File: config.mk
export PLATFORM = sky130hd
export DESIGN_NAME = truth_table_scanner_flat
export DESIGN_NICKNAME = d
export VERILOG_FILES = /design/src/rtl/truth_table_scanner_pkg.sv /design/src/rtl/truth_table_scanner_if.sv /design/src/rtl/truth_table_scanner_settle_timer.sv /design/src/rtl/truth_table_scanner.sv /design/src/flat_wrapper.sv
export SDC_FILE = /design/constraint.sdc
export NUM_CORES = 1
export LEC_CHECK = 0
export CAP_MARGIN = 20
export CORE_MARGIN = 8
export CORE_UTILIZATION = 52
export CTS_CLUSTER_SIZE = 30
export DETAILED_ROUTE_END_ITERATION = 16
export PLACE_DENSITY = 0.86
export RECOVER_POWER = 25
export SLEW_MARGIN = 20
export SYNTH_ARGS = -nofsm -noshare
export SYNTH_HDL_FRONTEND = slang
export SYNTH_SLANG_ARGS = --single-unit
File: constraint.sdc
create_clock -name clk -period 3 [get_ports clk]
set_input_delay 0.75 -clock clk [delete_from_list [all_inputs] [get_ports clk]]
set_output_delay 0.75 -clock clk [all_outputs]
set_load 0.03 [all_outputs]
File: src/rtl/truth_table_scanner_pkg.sv
// ---------------------------------------------------------------------------
// scan_pkg
// Shared types and sizes for the truth-table scanner.
//   scan_state_t : IDLE -> DRIVE -> SAMPLE -> (DRIVE ... | DONE) -> IDLE
//   MINTERMS     : number of input combinations of a 4-input function
//   IDX_W        : width of a minterm index
//   CNT_W        : width of the mismatch counter (must hold 0..16)
// ---------------------------------------------------------------------------
package scan_pkg;
    typedef enum logic [1:0] {IDLE, DRIVE, SAMPLE, DONE} scan_state_t;

    localparam int MINTERMS = 16;
    localparam int IDX_W    = 4;
    localparam int CNT_W    = 5;
endpackage

File: src/rtl/truth_table_scanner_if.sv
// ---------------------------------------------------------------------------
// truth_table_scanner_if
// Host-side control/result bundle of the truth-table scanner.
//   start, check_en, expected        : host -> scanner request
//   busy, done                       : scanner -> host status
//   table_o, mismatch, mismatch_cnt,
//   first_bad                        : scanner -> host results
// slave modport is the scanner side, master modport is the host side.
// ---------------------------------------------------------------------------
interface truth_table_scanner_if;
    import scan_pkg::*;

    logic                start;
    logic                check_en;
    logic [MINTERMS-1:0] expected;
    logic                busy;
    logic                done;
    logic [MINTERMS-1:0] table_o;
    logic                mismatch;
    logic [CNT_W-1:0]    mismatch_cnt;
    logic [IDX_W-1:0]    first_bad;

    modport slave (
        input  start, check_en, expected,
        output busy, done, table_o, mismatch, mismatch_cnt, first_bad
    );

    modport master (
        output start, check_en, expected,
        input  busy, done, table_o, mismatch, mismatch_cnt, first_bad
    );
endinterface

File: src/rtl/truth_table_scanner_settle_timer.sv
// ---------------------------------------------------------------------------
// settle_timer
// Down-counter that measures how long a minterm has been driven.
//   clk, rst : clock, async active-high reset
//   load     : restart the settle interval (next cycle is its first cycle)
//   en       : count down while the minterm is being driven
//   expired  : current cycle is the last cycle of the settle interval
// ---------------------------------------------------------------------------
module settle_timer #(
    parameter int SETTLE = 1
) (
    input  logic clk,
    input  logic rst,
    input  logic load,
    input  logic en,
    output logic expired
);
    logic [3:0] count_q;
    logic [3:0] count_d;

    // Loading SETTLE-1 makes the interval exactly SETTLE cycles long,
    // counting the cycle in which the count reaches zero.
    always_comb begin
        count_d = count_q;
        if (load) begin
            count_d = 4'(SETTLE - 1);
        end else if (en && (count_q != 4'd0)) begin
            count_d = count_q - 4'd1;
        end
    end

    always_ff @(posedge clk or posedge rst) begin
        if (rst) begin
            count_q <= 4'd0;
        end else begin
            count_q <= count_d;
        end
    end

    assign expired = (count_q == 4'd0);
endmodule

File: src/rtl/truth_table_scanner.sv
// ---------------------------------------------------------------------------
// truth_table_scanner
// Drives all 16 minterms into a 4-input combinational block, samples its
// response after a settle time and assembles the truth table, optionally
// comparing it against an expected table.
//   clk, rst   : clock, async active-high reset
//   host       : control/result bundle (slave side)
//   A,B,C,D    : minterm drive, A is the MSB
//   Y          : response of the function under test
// ---------------------------------------------------------------------------
module truth_table_scanner
    import scan_pkg::*;
#(
    parameter int SETTLE = 1
) (
    input  logic                   clk,
    input  logic                   rst,
    truth_table_scanner_if.slave   host,
    output logic                   A,
    output logic                   B,
    output logic                   C,
    output logic                   D,
    input  logic                   Y
);
    scan_state_t         state_q, state_d;
    logic [IDX_W-1:0]    idx_q, idx_d;
    logic [MINTERMS-1:0] expected_q, expected_d;
    logic                check_q, check_d;
    logic [MINTERMS-1:0] table_q, table_d;
    logic                mismatch_q, mismatch_d;
    logic [CNT_W-1:0]    cnt_q, cnt_d;
    logic [IDX_W-1:0]    first_bad_q, first_bad_d;

    logic timer_load;
    logic timer_expired;
    logic last_idx;

    assign last_idx = (idx_q == IDX_W'(MINTERMS - 1));

    // Restart the settle interval whenever a minterm is about to be driven.
    assign timer_load = ((state_q == IDLE) && host.start) ||
                        ((state_q == SAMPLE) && !last_idx);

    settle_timer #(.SETTLE(SETTLE)) u_settle_timer (
        .clk     (clk),
        .rst     (rst),
        .load    (timer_load),
        .en      (state_q == DRIVE),
        .expired (timer_expired)
    );

    always_ff @(posedge clk or posedge rst) begin
        if (rst) begin
            state_q <= IDLE;
        end else begin
            state_q <= state_d;
        end
    end

    always_comb begin
        state_d = state_q;
        case (state_q)
            IDLE:    if (host.start) state_d = DRIVE;
            DRIVE:   if (timer_expired) state_d = SAMPLE;
            SAMPLE:  state_d = last_idx ? DONE : DRIVE;
            DONE:    state_d = IDLE;
            default: state_d = IDLE;
        endcase
    end

    always_comb begin
        busy_o_block: begin
            host.busy = (state_q == DRIVE) || (state_q == SAMPLE);
            host.done = (state_q == DONE);
            {A, B, C, D} = host.busy ? idx_q : 4'd0;
        end
    end

    // Request latching, sampling and incremental mismatch accounting.
    // The first mismatch is recognised by the counter still being zero.
    always_comb begin
        idx_d       = idx_q;
        expected_d  = expected_q;
        check_d     = check_q;
        table_d     = table_q;
        mismatch_d  = mismatch_q;
        cnt_d       = cnt_q;
        first_bad_d = first_bad_q;
        if ((state_q == IDLE) && host.start) begin
            expected_d  = host.expected;
            check_d     = host.check_en;
            table_d     = '0;
            mismatch_d  = 1'b0;
            cnt_d       = '0;
            first_bad_d = '0;
            idx_d       = '0;
        end else if (state_q == SAMPLE) begin
            table_d[idx_q] = Y;
            if (check_q && (Y != expected_q[idx_q])) begin
                cnt_d = cnt_q + 5'd1;
                if (cnt_q == '0) begin
                    first_bad_d = idx_q;
                    mismatch_d  = 1'b1;
                end
            end
            if (!last_idx) begin
                idx_d = idx_q + 4'd1;
            end
        end
    end

    always_ff @(posedge clk or posedge rst) begin
        if (rst) begin
            idx_q       <= '0;
            expected_q  <= '0;
            check_q     <= 1'b0;
            table_q     <= '0;
            mismatch_q  <= 1'b0;
            cnt_q       <= '0;
            first_bad_q <= '0;
        end else begin
            idx_q       <= idx_d;
            expected_q  <= expected_d;
            check_q     <= check_d;
            table_q     <= table_d;
            mismatch_q  <= mismatch_d;
            cnt_q       <= cnt_d;
            first_bad_q <= first_bad_d;
        end
    end

    assign host.table_o      = table_q;
    assign host.mismatch     = mismatch_q;
    assign host.mismatch_cnt = cnt_q;
    assign host.first_bad    = first_bad_q;
endmodule

File: src/flat_wrapper.sv
// flat-port wrapper written by rule: the top's interface ports become plain ports
module truth_table_scanner_flat import scan_pkg::*;
#(
    parameter int SETTLE = 1
)
  (clk, rst, A, B, C, D, Y, host_start, host_check_en, host_expected, host_busy, host_done, host_table_o, host_mismatch, host_mismatch_cnt, host_first_bad);
  truth_table_scanner_if host_i ();
  input  logic clk;
  input  logic rst;
  output logic A;
  output logic B;
  output logic C;
  output logic D;
  input  logic Y;
  input wire logic [$bits(host_i.start)-1:0] host_start;
  input wire logic [$bits(host_i.check_en)-1:0] host_check_en;
  input wire logic [$bits(host_i.expected)-1:0] host_expected;
  output wire logic [$bits(host_i.busy)-1:0] host_busy;
  output wire logic [$bits(host_i.done)-1:0] host_done;
  output wire logic [$bits(host_i.table_o)-1:0] host_table_o;
  output wire logic [$bits(host_i.mismatch)-1:0] host_mismatch;
  output wire logic [$bits(host_i.mismatch_cnt)-1:0] host_mismatch_cnt;
  output wire logic [$bits(host_i.first_bad)-1:0] host_first_bad;
  assign host_i.start = host_start;
  assign host_i.check_en = host_check_en;
  assign host_i.expected = host_expected;
  assign host_busy = host_i.busy;
  assign host_done = host_i.done;
  assign host_table_o = host_i.table_o;
  assign host_mismatch = host_i.mismatch;
  assign host_mismatch_cnt = host_i.mismatch_cnt;
  assign host_first_bad = host_i.first_bad;
  truth_table_scanner #(.SETTLE(SETTLE)) u_core (.clk(clk), .rst(rst), .host(host_i), .A(A), .B(B), .C(C), .D(D), .Y(Y));
endmodule
==> impl_metrics.env <==
export IMPL_status="completed"
export IMPL_clk_pin_slew_ns=0.09
export IMPL_drc=0
export IMPL_postCtsSetupBuffers=0
export IMPL_grt_max_degree=41
export IMPL_clock_fmax_mhz=362
export IMPL_power_static_leakage_nw=1.73
export IMPL_r2r_end="u_core.host.first_bad[2]"
export IMPL_fp_dieW_um=89.0
export IMPL_ys_types=39
export IMPL_viasPerCell=5.26
export IMPL_layout_min_cycle_time_ns=2.76
export IMPL_crit_path_max_fanout=5
export IMPL_ctsResizeCount=0
export IMPL_r2r_setup_slack_ns=0.61
export IMPL_grt_setup_unrepaired="false"
export IMPL_hp_start="u_core.expected_q[14]"
export IMPL_worst_pin_slew_ns=0.948
export IMPL_n_fill_cell=421
export IMPL_yosys_warnings=0
export IMPL_io_buffer_count=52
export IMPL_hold_depth=2
export IMPL_grt_pass1_wl_um=10400
export IMPL_max_slew_margin=0.367
export IMPL_synth_cells=284
export IMPL_hold_end="u_core.expected_q[14]"
export IMPL_crit_start="u_core.state_q[0]"
export IMPL_grt_usage=0.168
export IMPL_fin_tns_setup_ns=0
export IMPL_fin_worst_skew_ns=0.00726
export IMPL_worstSetupStartpointType="register"
export IMPL_io_pins=53
export IMPL_finalHoldViolCount=0
export IMPL_max_vdd_ir_drop_mv=0.503
export IMPL_path_class="register to primary output"
export IMPL_drive_gt1_frac=0.103
export IMPL_postSynth_asyncResetShare=1.00
export IMPL_wl_per_cell_um=14.8
export IMPL_synth_nets=317
export IMPL_via_count=2153
export IMPL_period_share=0.920
export IMPL_nets=371
export IMPL_cp_end_kind="primary output"
export IMPL_p_per_area_nw_per_um2=875
export IMPL_antenna_cells=0
export IMPL_clock_path_buffers=2
export IMPL_ff2ff_path_depth=6
export IMPL_grt_pass1_vias=2158
export IMPL_final_core_util=0.685
export IMPL_ctsHoldBuffers=0
export IMPL_hold_path_class="register to register"
export IMPL_first_iter_violations=103
export IMPL_setup_violations=0
export IMPL_cts_tree="built"
export IMPL_die_area_sq_um=7930
export IMPL_cts_sinks=53
export IMPL_antenna_left=0
export IMPL_syn2layout_area_growth_pct=26.9
export IMPL_synth_seq_cells=53
export IMPL_place_gp_congestion=0.751
export IMPL_syn_avg_cell_area_sq_um=9.77
export IMPL_fp_dieH_um=89.0
export IMPL_slew_violations=0
export IMPL_required_ns=2.25
export IMPL_ys_seq_area_frac=0.478
export IMPL_synthFlopType="dfrtp_1"
export IMPL_synth_edf_count=0
export IMPL_first_pass_iters=4
export IMPL_initial_core_util=0.540
export IMPL_rows=26
export IMPL_h_tree_depth=2
export IMPL_critical_path_arrival_ns=2.01
export IMPL_antenna_found_initial=0
export IMPL_numCtsBuffers=5
export IMPL_coreArea_sq_um=5140
export IMPL_r2r_start="u_core.idx_q[1]"
export IMPL_clock_latency_ns=0.31
export IMPL_drt_wl_total_um=6050
export IMPL_syn_area_sq_um=2770
export IMPL_root_buffer="clkbuf_8"
export IMPL_hpwlAfterDp_um=4360
export IMPL_maxCapViolCount=0
export IMPL_grt_overflow=0
logic make-up after synthesis:
group | synth area share
xor gates and xnor gates | 0.0158
muxes | 0.154
AOI/OAI and AO/OA | 0.0510
adders and majority gates | 0.0541
buffers and inverters | 0.0365
and+or+nand+nor | 0.210
DFF | 0.478
how the worst max path moves through the flow:
stage | endpoint | cells after the start
after floorplan | u_core.host.mismatch_cnt[3] | 6
after global placement | u_core.host.first_bad[1] | 6
after detailed placement | u_core.host.first_bad[2] | 6
after CTS | B | 4
after global routing | A | 4
final | C | 4
flip-flops by register name, summed over array words and instances (netlist names):
signal / flops
u_core.expected_q: 16
u_core.host.table_o: 16
u_core.host.mismatch_cnt: 5
u_core.host.first_bad: 4
u_core.idx_q: 4
u_core.u_settle_timer.count_q: 4
u_core.state_q: 2
u_core.check_q: 1
u_core.host.mismatch: 1
through the flow:
stage | setup WS, ns | std cells | cell area (sq um) | hold slack [ns] | power, mW
after floorplan | 0.807 | 284 | 2770 | 0.438 | 2.06
after global placement | 0.599 | 401 | 3400 | 0.454 | 2.48
after detailed placement | 0.514 | 401 | 3400 | 0.459 | 2.54
after CTS | 0.214 | 409 | 3540 | 0.486 | 3.11
after global routing | 0.125 | 409 | 3520 | 0.503 | 3.28
final | 0.240 | 409 | 3520 | 0.483 | 3.08
cell usage after synthesis (3+ instances only):
cell      count  share of area
nand3_1      17          0.031
mux2i_1      21          0.076
mux2_4        4          0.022
mux2_2        5          0.020
nor3_1        3         0.0054
dfrtp_1      53           0.48
a21oi_1       8          0.014
and2_1        3         0.0068
nand4_1       4         0.0090
clkbuf_1     13          0.018
o21ai_1       3         0.0054
ha_1         12          0.054
inv_1        11          0.015
nor2_1       26          0.035
nand2_1      68          0.092
xnor2_1       3         0.0095
per-layer routing:
metal | global-route usage | up-vias | wire length [um]
met4 | 0.0453 | 0 | 62
met3 | 0.0322 | 5 | 237
met1 | 0.229 | 1044 | 2800
met5 | 0 | - | 0
li1 | - | 1049 | -
met2 | 0.264 | 55 | 2940
cell type report:
type	instances	area [sq um]	share of cell area
Clock buffer	5	68.8	0.0195
Clock inverter	3	65.1	0.0185
Inverter	11	41.3	0.0117
Multi-Input combinational cell	206	1350	0.382
Sequential cell	53	1330	0.377
Tap cell	70	87.6	0.0249
Timing Repair Buffer	61	586	0.166
power by group:
group          switching, mW  internal (mW)
Combinational          0.835          0.618
Clock                  0.229          0.331
Sequential             0.145          0.923
critical path: stages, from the launching register on:
cell             delay [ns]
dfrtp_1                0.41
inv_1                  0.11
ha_1                   0.36
and2_2                 0.16
clkdlybuf4s50_1        0.67
cells in the final DEF, fill, tap and decap left out, types with 2 or more instances in the layout:
cell type / count
mux2i_1: 21
buf_4: 8
nand4_1: 4
clkdlybuf4s50_1: 51
a2111o_1: 2
bufinv_16: 2
dfrtp_1: 53
nand3_1: 17
xnor2_1: 3
o21ai_1: 3
nor2b_1: 2
nor3b_1: 2
mux2_2: 5
nor2_1: 26
and2_1: 4
a21oi_1: 8
xor2_1: 2
ha_1: 12
mux2i_4: 2
mux4_2: 2
inv_1: 11
mux2_4: 4
clkbuf_8: 5
nand2_1: 68
o21ai_0: 2
nor3_1: 3
Note: power is estimated with default switching activity, not from simulation.
